--- config.mk ---
export PLATFORM = sky130hd
export DESIGN_NAME = ctrl_sequencer_flat
export DESIGN_NICKNAME = d
export VERILOG_FILES = /design/src/rtl/ctrl_sequencer_if.sv /design/src/rtl/ctrl_sequencer.sv /design/src/flat_wrapper.sv
export SDC_FILE = /design/constraint.sdc
export NUM_CORES = 1
export LEC_CHECK = 0
export CORE_MARGIN = 1.5
export CORE_UTILIZATION = 45
export CTS_CLUSTER_DIAMETER = 200
export DETAILED_ROUTE_END_ITERATION = 8
export PLACE_DENSITY = 0.85
export SLEW_MARGIN = 40
export SYNTH_ARGS = -nofsm -noshare
export SYNTH_HDL_FRONTEND = slang
export SYNTH_SLANG_ARGS = --single-unit
--- constraint.sdc ---
create_clock -name clk -period 2.8 [get_ports clk]
set_clock_uncertainty 0.15 [all_clocks]
set_input_delay 0.28 -clock clk [delete_from_list [all_inputs] [get_ports clk]]
set_output_delay 0.28 -clock clk [all_outputs]
set_load 0.01 [all_outputs]
--- src/rtl/ctrl_sequencer_if.sv ---
// ---------------------------------------------------------------------------
// ctrl_sequencer_if
//   Stack handshake between the instruction sequencer (master) and the
//   hardware stack (slave).
//
//   stack_req   master->slave  request, held high until stack_ack
//   stack_op    master->slave  0 = push, 1 = pop
//   stack_wdata master->slave  push data, stable while stack_req is high
//   stack_ack   slave->master  completes the transfer
//   stack_rdata slave->master  pop data, valid in the stack_ack cycle
//   stack_err   slave->master  overflow/underflow, qualified by stack_ack
// ---------------------------------------------------------------------------
interface ctrl_sequencer_if #(
  parameter int DATA_W = 8
) ();

  logic              stack_req;
  logic              stack_op;
  logic [DATA_W-1:0] stack_wdata;
  logic              stack_ack;
  logic [DATA_W-1:0] stack_rdata;
  logic              stack_err;

  modport master (
    output stack_req,
    output stack_op,
    output stack_wdata,
    input  stack_ack,
    input  stack_rdata,
    input  stack_err
  );

  modport slave (
    input  stack_req,
    input  stack_op,
    input  stack_wdata,
    output stack_ack,
    output stack_rdata,
    output stack_err
  );

endinterface

--- src/rtl/ctrl_sequencer.sv ---
// ---------------------------------------------------------------------------
// ctrl_sequencer
//   Multi-cycle fetch/decode/execute/writeback sequencer. Owns the PC, the
//   instruction register and the Z/C flags. Talks to a synchronous ROM, a
//   combinational-read GPR file, a combinational ALU and a handshaked stack.
//
//   Instruction word: {opcode[7:0], arg_a[DATA_W-1:0], arg_b[DATA_W-1:0]}
//
//   Opcodes:
//     00 NOP            07 CLR  rA<=0       0E POP  rA<=pop
//     01 LD  rA<=rB     08 FIL  rA<=all 1s  0F CAL  push pc+1, pc<=arg_a
//     02 LDR rA<=arg_b  09 COM  flags(rA-rB)10 RTN  pc<=pop
//     03 ADD rA<=rA+rB  0A JMP  pc<=rJ      11 HLT
//     04 SUB rA<=rA-rB  0B JMR  pc<=arg_a   others: undefined -> HALT+fault
//     05 INC rA<=rA+1   0C JMI  pc<=rJ if cond(arg_a)
//     06 DEC rA<=rA-1   0D PSH  push rA
//   JMI conditions (arg_a): 0=Z 1=NZ 2=C 3=NC, anything else never taken.
//   ALU codes: 0=add 1=subtract 2=increment 3=decrement.
//
// Ports
//   clk, rst_n                  clock, asynchronous active-low reset
//   rom_addr / rom_data         ROM address (=pc) / instruction (1-cycle latency)
//   gpr_r_addr_a/b, gpr_r_data_a/b  GPR read ports (combinational)
//   gpr_w_enable/addr/data      GPR write port, pulsed in WB only
//   alu_operation, alu_A/B      ALU controls and operands
//   alu_C, alu_z, alu_c         ALU result and flags
//   flags_z, flags_c            registered flags
//   stk                         stack handshake (master side)
//   halted, fault               HALT state indicator, sticky fault
// ---------------------------------------------------------------------------
module ctrl_sequencer #(
  parameter int DATA_W   = 8,
  parameter int PC_W     = 8,   // must not exceed DATA_W: CAL pushes the PC
  parameter int REG_AW   = 4,
  parameter int GPRJ_IDX = 15
) (
  input  logic                  clk,
  input  logic                  rst_n,

  output logic [PC_W-1:0]       rom_addr,
  input  logic [8+2*DATA_W-1:0] rom_data,

  output logic [REG_AW-1:0]     gpr_r_addr_a,
  output logic [REG_AW-1:0]     gpr_r_addr_b,
  input  logic [DATA_W-1:0]     gpr_r_data_a,
  input  logic [DATA_W-1:0]     gpr_r_data_b,
  output logic                  gpr_w_enable,
  output logic [REG_AW-1:0]     gpr_w_addr,
  output logic [DATA_W-1:0]     gpr_w_data,

  output logic [2:0]            alu_operation,
  output logic [DATA_W-1:0]     alu_A,
  output logic [DATA_W-1:0]     alu_B,
  input  logic [DATA_W-1:0]     alu_C,
  input  logic                  alu_z,
  input  logic                  alu_c,

  output logic                  flags_z,
  output logic                  flags_c,

  ctrl_sequencer_if.master      stk,

  output logic                  halted,
  output logic                  fault
);

  // Opcodes
  localparam logic [7:0] OP_NOP = 8'h00;
  localparam logic [7:0] OP_LD  = 8'h01;
  localparam logic [7:0] OP_LDR = 8'h02;
  localparam logic [7:0] OP_ADD = 8'h03;
  localparam logic [7:0] OP_SUB = 8'h04;
  localparam logic [7:0] OP_INC = 8'h05;
  localparam logic [7:0] OP_DEC = 8'h06;
  localparam logic [7:0] OP_CLR = 8'h07;
  localparam logic [7:0] OP_FIL = 8'h08;
  localparam logic [7:0] OP_COM = 8'h09;
  localparam logic [7:0] OP_JMP = 8'h0A;
  localparam logic [7:0] OP_JMR = 8'h0B;
  localparam logic [7:0] OP_JMI = 8'h0C;
  localparam logic [7:0] OP_PSH = 8'h0D;
  localparam logic [7:0] OP_POP = 8'h0E;
  localparam logic [7:0] OP_CAL = 8'h0F;
  localparam logic [7:0] OP_RTN = 8'h10;
  localparam logic [7:0] OP_HLT = 8'h11;

  // ALU operation codes
  localparam logic [2:0] ALU_ADD = 3'd0;
  localparam logic [2:0] ALU_SUB = 3'd1;
  localparam logic [2:0] ALU_INC = 3'd2;
  localparam logic [2:0] ALU_DEC = 3'd3;

  // JMI condition codes carried in arg_a
  localparam logic [DATA_W-1:0] JC_Z  = DATA_W'(0);
  localparam logic [DATA_W-1:0] JC_NZ = DATA_W'(1);
  localparam logic [DATA_W-1:0] JC_C  = DATA_W'(2);
  localparam logic [DATA_W-1:0] JC_NC = DATA_W'(3);

  localparam logic [REG_AW-1:0] JREG = REG_AW'(GPRJ_IDX);

  typedef enum logic [2:0] {
    S_FETCH  = 3'd0,
    S_DECODE = 3'd1,
    S_EXEC   = 3'd2,
    S_STACK  = 3'd3,
    S_WB     = 3'd4,
    S_HALT   = 3'd5
  } state_t;

  state_t                 state_q, state_d;
  logic [PC_W-1:0]        pc_q, pc_d;
  logic [8+2*DATA_W-1:0]  ir_q, ir_d;
  logic                   z_q, z_d, c_q, c_d;
  // Values captured in EXEC/STACK and committed in WB
  logic [DATA_W-1:0]      res_q, res_d;
  logic                   fz_q, fz_d, fc_q, fc_d;
  logic [PC_W-1:0]        tgt_q, tgt_d;
  logic                   jump_q, jump_d;
  logic [DATA_W-1:0]      swdata_q, swdata_d;
  logic                   fault_q, fault_d;

  logic [7:0]             opc;
  logic [DATA_W-1:0]      arg_a, arg_b;
  logic [PC_W-1:0]        pc_inc;
  logic                   op_writes, op_flags, op_pops;

  assign opc    = ir_q[8+2*DATA_W-1 -: 8];
  assign arg_a  = ir_q[2*DATA_W-1 -: DATA_W];
  assign arg_b  = ir_q[DATA_W-1:0];
  assign pc_inc = pc_q + PC_W'(1);   // natural wrap at 2^PC_W

  assign op_writes = opc inside {OP_LD, OP_LDR, OP_ADD, OP_SUB, OP_INC,
                                 OP_DEC, OP_CLR, OP_FIL, OP_POP};
  assign op_flags  = opc inside {OP_ADD, OP_SUB, OP_INC, OP_DEC, OP_COM};
  assign op_pops   = opc inside {OP_POP, OP_RTN};

  always_ff @(posedge clk or negedge rst_n) begin
    if (!rst_n) begin
      state_q  <= S_FETCH;
      pc_q     <= '0;
      ir_q     <= '0;
      z_q      <= 1'b0;
      c_q      <= 1'b0;
      res_q    <= '0;
      fz_q     <= 1'b0;
      fc_q     <= 1'b0;
      tgt_q    <= '0;
      jump_q   <= 1'b0;
      swdata_q <= '0;
      fault_q  <= 1'b0;
    end else begin
      state_q  <= state_d;
      pc_q     <= pc_d;
      ir_q     <= ir_d;
      z_q      <= z_d;
      c_q      <= c_d;
      res_q    <= res_d;
      fz_q     <= fz_d;
      fc_q     <= fc_d;
      tgt_q    <= tgt_d;
      jump_q   <= jump_d;
      swdata_q <= swdata_d;
      fault_q  <= fault_d;
    end
  end

  always_comb begin
    state_d  = state_q;
    pc_d     = pc_q;
    ir_d     = ir_q;
    z_d      = z_q;
    c_d      = c_q;
    res_d    = res_q;
    fz_d     = fz_q;
    fc_d     = fc_q;
    tgt_d    = tgt_q;
    jump_d   = jump_q;
    swdata_d = swdata_q;
    fault_d  = fault_q;

    gpr_r_addr_a    = '0;
    gpr_r_addr_b    = '0;
    alu_operation   = ALU_ADD;
    alu_A           = '0;
    alu_B           = '0;
    gpr_w_enable    = 1'b0;
    gpr_w_addr      = '0;
    gpr_w_data      = '0;
    stk.stack_req   = 1'b0;
    stk.stack_op    = 1'b0;
    stk.stack_wdata = '0;

    unique case (state_q)
      S_FETCH: begin
        // rom_addr already equals pc; the ROM answers next cycle
        state_d = S_DECODE;
      end

      S_DECODE: begin
        ir_d    = rom_data;
        state_d = S_EXEC;
      end

      S_EXEC: begin
        // Jumps read the target register on port A instead of rA
        gpr_r_addr_a = (opc inside {OP_JMP, OP_JMI}) ? JREG : arg_a[REG_AW-1:0];
        gpr_r_addr_b = arg_b[REG_AW-1:0];
        alu_A        = gpr_r_data_a;
        alu_B        = gpr_r_data_b;
        jump_d       = 1'b0;
        state_d      = S_WB;
        case (opc)
          OP_NOP: ;
          OP_LD:  res_d = gpr_r_data_b;
          OP_LDR: res_d = arg_b;
          OP_ADD, OP_SUB, OP_INC, OP_DEC, OP_COM: begin
            case (opc)
              OP_ADD:  alu_operation = ALU_ADD;
              OP_INC:  alu_operation = ALU_INC;
              OP_DEC:  alu_operation = ALU_DEC;
              default: alu_operation = ALU_SUB;   // SUB and COM
            endcase
            res_d = alu_C;
            fz_d  = alu_z;
            fc_d  = alu_c;
          end
          OP_CLR: res_d = '0;
          OP_FIL: res_d = '1;
          OP_JMP: begin
            tgt_d  = gpr_r_data_a[PC_W-1:0];
            jump_d = 1'b1;
          end
          OP_JMR: begin
            tgt_d  = arg_a[PC_W-1:0];
            jump_d = 1'b1;
          end
          OP_JMI: begin
            tgt_d = gpr_r_data_a[PC_W-1:0];
            case (arg_a)
              JC_Z:    jump_d = z_q;
              JC_NZ:   jump_d = !z_q;
              JC_C:    jump_d = c_q;
              JC_NC:   jump_d = !c_q;
              default: jump_d = 1'b0;
            endcase
          end
          OP_PSH: begin
            swdata_d = gpr_r_data_a;
            state_d  = S_STACK;
          end
          OP_POP: state_d = S_STACK;
          OP_CAL: begin
            swdata_d = DATA_W'(pc_inc);   // return address, zero-extended
            tgt_d    = arg_a[PC_W-1:0];
            jump_d   = 1'b1;
            state_d  = S_STACK;
          end
          OP_RTN: begin
            jump_d  = 1'b1;               // target arrives with stack_ack
            state_d = S_STACK;
          end
          OP_HLT: state_d = S_HALT;
          default: begin
            state_d = S_HALT;
            fault_d = 1'b1;
          end
        endcase
      end

      S_STACK: begin
        stk.stack_req   = 1'b1;
        stk.stack_op    = op_pops;
        stk.stack_wdata = swdata_q;
        if (stk.stack_ack) begin
          if (stk.stack_err) begin
            // Abandon the instruction: no writeback, no PC change
            state_d = S_HALT;
            fault_d = 1'b1;
          end else begin
            res_d = stk.stack_rdata;
            if (opc == OP_RTN) begin
              tgt_d = stk.stack_rdata[PC_W-1:0];
            end
            state_d = S_WB;
          end
        end
      end

      S_WB: begin
        gpr_w_enable = op_writes;
        gpr_w_addr   = arg_a[REG_AW-1:0];
        gpr_w_data   = res_q;
        if (op_flags) begin
          z_d = fz_q;
          c_d = fc_q;
        end
        pc_d    = jump_q ? tgt_q : pc_inc;
        state_d = S_FETCH;
      end

      S_HALT: state_d = S_HALT;   // only reset leaves HALT

      default: state_d = S_FETCH;
    endcase
  end

  assign rom_addr = pc_q;
  assign flags_z  = z_q;
  assign flags_c  = c_q;
  assign halted   = (state_q == S_HALT);
  assign fault    = fault_q;

endmodule

--- src/flat_wrapper.sv ---
// flat-port wrapper written by rule: the top's interface ports become plain ports
module ctrl_sequencer_flat 
#(
  parameter int DATA_W   = 8,
  parameter int PC_W     = 8,                                               
  parameter int REG_AW   = 4,
  parameter int GPRJ_IDX = 15
)
  (clk, rst_n, rom_addr, rom_data, gpr_r_addr_a, gpr_r_addr_b, gpr_r_data_a, gpr_r_data_b, gpr_w_enable, gpr_w_addr, gpr_w_data, alu_operation, alu_A, alu_B, alu_C, alu_z, alu_c, flags_z, flags_c, halted, fault, stk_stack_req, stk_stack_op, stk_stack_wdata, stk_stack_ack, stk_stack_rdata, stk_stack_err);
  ctrl_sequencer_if #(.DATA_W(DATA_W)) stk_i ();
  input  logic clk;
  input  logic rst_n;
  output logic [PC_W-1:0] rom_addr;
  input  logic [8+2*DATA_W-1:0] rom_data;
  output logic [REG_AW-1:0] gpr_r_addr_a;
  output logic [REG_AW-1:0] gpr_r_addr_b;
  input  logic [DATA_W-1:0] gpr_r_data_a;
  input  logic [DATA_W-1:0] gpr_r_data_b;
  output logic gpr_w_enable;
  output logic [REG_AW-1:0] gpr_w_addr;
  output logic [DATA_W-1:0] gpr_w_data;
  output logic [2:0] alu_operation;
  output logic [DATA_W-1:0] alu_A;
  output logic [DATA_W-1:0] alu_B;
  input  logic [DATA_W-1:0] alu_C;
  input  logic alu_z;
  input  logic alu_c;
  output logic flags_z;
  output logic flags_c;
  output logic halted;
  output logic fault;
  output wire logic [$bits(stk_i.stack_req)-1:0] stk_stack_req;
  output wire logic [$bits(stk_i.stack_op)-1:0] stk_stack_op;
  output wire logic [$bits(stk_i.stack_wdata)-1:0] stk_stack_wdata;
  input wire logic [$bits(stk_i.stack_ack)-1:0] stk_stack_ack;
  input wire logic [$bits(stk_i.stack_rdata)-1:0] stk_stack_rdata;
  input wire logic [$bits(stk_i.stack_err)-1:0] stk_stack_err;
  assign stk_stack_req = stk_i.stack_req;
  assign stk_stack_op = stk_i.stack_op;
  assign stk_stack_wdata = stk_i.stack_wdata;
  assign stk_i.stack_ack = stk_stack_ack;
  assign stk_i.stack_rdata = stk_stack_rdata;
  assign stk_i.stack_err = stk_stack_err;
  ctrl_sequencer #(.DATA_W(DATA_W), .PC_W(PC_W), .REG_AW(REG_AW), .GPRJ_IDX(GPRJ_IDX)) u_core (.clk(clk), .rst_n(rst_n), .rom_addr(rom_addr), .rom_data(rom_data), .gpr_r_addr_a(gpr_r_addr_a), .gpr_r_addr_b(gpr_r_addr_b), .gpr_r_data_a(gpr_r_data_a), .gpr_r_data_b(gpr_r_data_b), .gpr_w_enable(gpr_w_enable), .gpr_w_addr(gpr_w_addr), .gpr_w_data(gpr_w_data), .alu_operation(alu_operation), .alu_A(alu_A), .alu_B(alu_B), .alu_C(alu_C), .alu_z(alu_z), .alu_c(alu_c), .flags_z(flags_z), .flags_c(flags_c), .stk(stk_i), .halted(halted), .fault(fault));
endmodule
# --- Yosys cells after proc, flatten, opt, wreduce, memory -nomap -nowiden ---
# Cells that the tools add are included.
word_totals:
  ff_bits: 65
  latchBits: 0
  mem_bits_rw: 0
  mem_bits_ro: 0
  output_inout_bits: 62
  wordCells: 104
  n_memories: 0
op_classes:
  addsub: 1
  multipliers: 0
  div: 0
  n_lt_le_gt_ge: 0
  eq_ne: 32
  n_shift: 0
  mux: 35
  bitwise: 0
  reduce_logical: 24
op_table:
  columns: ["operator", "count"]
  rows:
  - ["$mux W8", 10]
  - ["$eq A8 B4 Y1 const B", 8]
  - ["$pmux W8 S2", 4]
  - ["$pmux W8 S5", 1]
  - ["$eq A8 B2 Y1 const B", 4]
  - ["$eq A8 B3 Y1 const B", 4]
  - ["$reduce_or A18 Y1", 1]
  - ["$eq A8 B1 Y1 const B", 2]
  - ["$eq A8 B5 Y1 const B", 2]
  - ["$logic_not A8 Y1", 2]
  - ["$mux W4", 4]
  - ["$pmux W3 S5", 1]
  - ["$reduce_or A13 Y1", 1]
  - ["$mux W3", 3]
  - ["$reduce_bool A9 Y1", 1]
  - ["$add A8 B1 Y8 const B", 1]
  - ["$ne A2 B2 Y1 const B", 4]
  - ["$reduce_and A4 Y1", 2]
  - ["$reduce_bool A2 Y1", 4]
  - ["$reduce_or A4 Y1", 2]
  - ["$mux W1", 7]
  - ["$eq A3 B2 Y1 const B", 2]
  - ["$eq A3 B3 Y1 const B", 2]
  - ["$ne A6 B2 Y1 const B", 1]
  - ["other kinds (14)", 19]

# --- Logic depth before layout (Yosys ltp) ---
# Gate-level depths: netlist of run 1.
logic_depth:
  depth_word: 5
  ltp_mapped: 8
  mapped_depth_nobuf: 6

# --- Worst setup path before layout of run 1 ---
# Ideal clock, no wire load.
synth_timing:
  path_kind: "reg2reg"
  start: "register u_core.ir_q[21]"
  end: "register u_core.res_q[7]"
  setup_ns: 0.081
  t_arrival_ns: 1.989
  required_time_ns: 2.569
  path_slack_ns: 0.580
  stages_incl_launch_ff: 7
  period_less_slack_ns: 2.220
  path_cell_list: "dfrtp_1 > or4_1 > buf_2 > or4_1 > buf_2 > a32o_1 > a31oi_2"
synth_via:
  elab_chain_cells: 4
  elab_cells_between_ends: 14
  classes_between: "eq/ne: 10; mux: 2; reduce/logical: 2"
synth_lines:
  columns: ["element", "line_no", "text"]
  rows:
  - ["start, declared", "ctrl_sequencer.sv:112", "logic [8+2*DATA_W-1:0] ir_q, ir_d;"]
  - ["start signal, assigned", "ctrl_sequencer.sv:154", "ir_q <= ir_d;"]
  - ["$eq A8 B4 Y1, or another cell as far along", "ctrl_sequencer.sv:212", "case (opc)"]
  - ["$reduce_or A5 Y1", "ctrl_sequencer.sv:212", null]
  - ["$pmux W8 S5 / $ne A6 B2 Y1 (equally long branches)", null, null]
  - ["$pmux W8 S2 / $reduce_and A4 Y1 (equally long branches)", null, null]
  - ["end signal, assigned", "ctrl_sequencer.sv:157", "res_q <= res_d;"]
  - ["end, declared", "ctrl_sequencer.sv:115", "logic [DATA_W-1:0] res_q, res_d;"]
# Several ways; a longest one is shown, not always the timed one.
# A chain may end at the register's enable or synchronous reset.

# --- Final worst setup path of run 1 ---
layout_timing:
  start: "register u_core.state_q[2]"
  end: "output alu_B[1]"
layout_via:
  elab_chain_cells: 2
layout_lines:
  columns: ["element", "line_no", "text"]
  rows:
  - ["start, declared", "ctrl_sequencer.sv:110", "state_t state_q, state_d;"]
  - ["start signal, assigned", "ctrl_sequencer.sv:152", "state_q <= state_d;"]
  - ["$eq A3 B2 Y1", "ctrl_sequencer.sv:193", "unique case (state_q)"]
  - ["$mux W8", "ctrl_sequencer.sv:193", null]
  - ["end, declared", "flat_wrapper.sv:24", "output logic [DATA_W-1:0] alu_B;"]
# No other way between the ends.

==> impl_metrics.ini, run 1 <==
[global_routing]
grt_pass1_wl_mm = 17.0
grt_max_degree = 66
grt_usage = 0.246
gr-total-overflow = 0
antenna_found_initial = 0
grt_pass1_vias = 3547

[synth]
synth_top_family_by_area = simple AND/OR/NAND/NOR gates
synth-seq-cells = 65
synthFlopType = dfrtp_1
muxShareOfSynthArea = 0.121
synth.most_common_cell = dfrtp_1
synth_simple_gate_area_share = 0.249
netlist.area_leader.share = 0.423
synth_compound_area_frac = 0.141
syn_inst = 420
synth_edf_count = 0
synth_xor_xnor_area_share = 0.0251
ys_top_cells_by_count = dfrtp_1, nand2_1, and2_1
yosysWarnings = 0
synth.avg_cell_area_um2 = 9.15
synth_adder_area_share = 0.00325
synth.area.top_cells = dfrtp_1, mux2_2, and2_1, nand2_1, nand3_1
synth_seq_area_share = 0.423
syn_area_um2 = 3840
syn-num-nets = 483
yosys.area.top_type = dfrtp_1
synth.distinct_cells = 56
postSynth.asyncResetShare = 1.00

[clocking]
root_buffer = clkbuf_8
cts.sink_count = 65
cts-buffers-inserted = 9
cts_setup_buffers = 0
clk_latency_ns = 0.33
htree_levels = 3
clkTransAtPathRegs_ns = 0.07
cts_buffer_depth = 2
cts_tree = done

[finish]
diodes = 0
final_cell_area_um2 = 5480
drive_gt1_frac = 0.155
syn_to_final_growth_pct = 42.4
nets = 601

[setup_path]
path_class = register to output port
worstPathMaxFanout = 12
cp.required_ns = 2.37
cp_num_buf_inv = 2
end_kind = output port
rr_worst_depth = 5
crit_family = buffers and inverters
worstPathArrival_ns = 2.24
max_stage_delay_ns = 0.54
crit_slowest_cell = clkdlybuf4s50_1
regToRegStartpoint = u_core.ir_q[18]
start_kind = register
r2r_slack_ns = 0.36
worstPathCellList = nand2b_1 -> nor2_2 -> buf_4 -> and2_1 -> clkdlybuf4s50_1
rr_endpoint = u_core.res_q[4]

[route]
drtPass1Iterations = 5
drt-initial-drc-count = 218
drc = 0
num_vias = 3643
routed_via_density = 5.62
detail-route-antenna-nets = 0
wirelength_mm = 10.8
wire_per_inst_um = 16.6

[worst_hold_path]
min-delay-start = u_core.swdata_q[5]
worstHoldPathType = register to register
whs_path_depth = 2
whs_endpoint = u_core.swdata_q[5]

[die]
die_area_um2 = 9110
rows = 33
io_pins = 124
die_y_um = 95.4
coreArea_um2 = 8260
die_w_um = 95.4
initial_core_util = 0.466

[power_and_ir_drop]
power_frac_clock = 0.188
leakage_uw = 0.00225
internal_power_uw = 3240
switching_share = 0.375
power.switching_uw = 1950
vdd_drop_max_mv = 0.514
comb_power_share = 0.450
seqPwrFrac = 0.362
power.density_nw_per_um2 = 948

[timing]
finalMaxSlewViolations = 0
relSlewSlack = 0.611
setup_viol = 0
hold_viol = 0
worst_pin_slew_ns = 0.583
period_share = 0.954
tns_ns = 0
fmax_mhz = 374
layout_min_cycle_time_ns = 2.67
rsz0062_at_grt = no

[placement]
port_buffers = 122
dpl_cell_area_um2 = 5190
place_hpwl_mm = 8.05
gp_congestion = 0.864

[outcome]
status = completed

[flow_run]
maxCapViolCount = 0
[cells by family after synthesis]
family	after synthesis
AOI/OAI and AO/OA	81
xor gates and xnor gates	11
adders and majority gates	1
buffers and inverters	35
DFF	65
muxes	42
other	1
and+or+nand+nor	184
[sequential cells by signal (all words and copies together), names as in the netlist]
name	cells
u_core.state_q	3
u_core.flags_c	1
u_core.fz_q	1
u_core.flags_z	1
u_core.fault	1
u_core.tgt_q	8
u_core.rom_addr	8
u_core.ir_q	24
u_core.jump_q	1
u_core.fc_q	1
u_core.swdata_q	8
u_core.res_q	8
[final cells by class]
type | count | area (um^2)
Clock inverter | 6 | 105
Fill cell | 662 | 2780
Clock buffer | 10 | 138
Inverter | 3 | 11.3
Timing Repair Buffer | 139 | 1350
Multi-Input combinational cell | 320 | 2110
Tap cell | 105 | 131
Sequential cell | 65 | 1630
[metrics by stage]
stage | worst slack (ns) | power, uW | utilization | std cells | hold slack [ns]
finish | 0.129 | 5190 | 0.663 | 648 | 0.321
global route | 0.00313 | 5520 | 0.663 | 648 | 0.362
CTS | 0.0246 | 5160 | 0.659 | 647 | 0.00728
detailed placement | 0.261 | 4170 | 0.629 | 631 | 0.312
global placement | 0.269 | 4060 | 0.629 | 631 | 0.303
floorplan | 0.580 | 3240 | - | 420 | -0.166
[cell usage in the layout, fill, tap and decap left out, types with 7 or more instances in the layout]
master           netlist  routed
a21oi_1               15      15
nor2_1                23      22
and2_1                40      40
buf_4                  1      15
clkbuf_8               0      10
nand2_1               51      51
mux2_2                36      36
dfrtp_1               65      64
a221oi_1               7       7
o21ai_0               26      26
clkdlybuf4s50_1        0     120
xnor2_1                9       9
nand3_1               29      29
o22a_1                 7       7
[routing by layer]
layer	GRT usage	up-vias	wire length, um	part of all wire
met1	0.306	1754	4480	0.42
li1	-	1723	-	-
met5	0	-	0	0
met4	0.0944	0	186	0.017
met3	0.0407	16	697	0.065
met2	0.424	150	5390	0.50
[worst register-to-register path, delay by kind of cell, from the launching register on]
family          cells  cell delay [ns]
compound gates      3             0.64
flops               1             0.66
simple gates        2             0.88
[what timing repair did]
action | 4_1_cts | 5_1_grt
pin swaps | 0 | 1
hold endpoints to repair | 0 | 65
endpoints found under the setup margin | 6 | 6
gates resized for setup | 3 | 4
hold buffers | 0 | 1
[worst max-delay path by stage]
stage                                 start               to  slack, ns  cells after the start
after floorplan             u_core.ir_q[21]  u_core.res_q[7]       0.58                      6
after CTS                 u_core.state_q[0]     gpr_w_enable       0.02                      3
final                     u_core.state_q[2]         alu_B[1]       0.13                      5
after global routing        u_core.ir_q[21]  gpr_r_addr_a[3]      0.003                      6
after global placement      u_core.ir_q[21]     stk_stack_op       0.27                      5
after detailed placement    u_core.ir_q[21]     stk_stack_op       0.26                      5
[power groups by stage]
stage | clock (uW) | sequential (uW) | combinational (uW)
2_1_floorplan | 0 | 1610 | 1640
3_5_place_dp | 0 | 1870 | 2300
6_report | 975 | 1880 | 2340
5_1_grt | 1020 | 1950 | 2560
4_1_cts | 985 | 1860 | 2320
3_3_place_gp | 0 | 1830 | 2230
No activity file was read; power rests on OpenSTA's default activity.
==> inputs of run 2 (changes only) <==
Settings changed: CTS_CLUSTER_SIZE from default to 8.
==> results of run 2 <==
The final DEF is identical to that of run 1; final timing and power are the same.
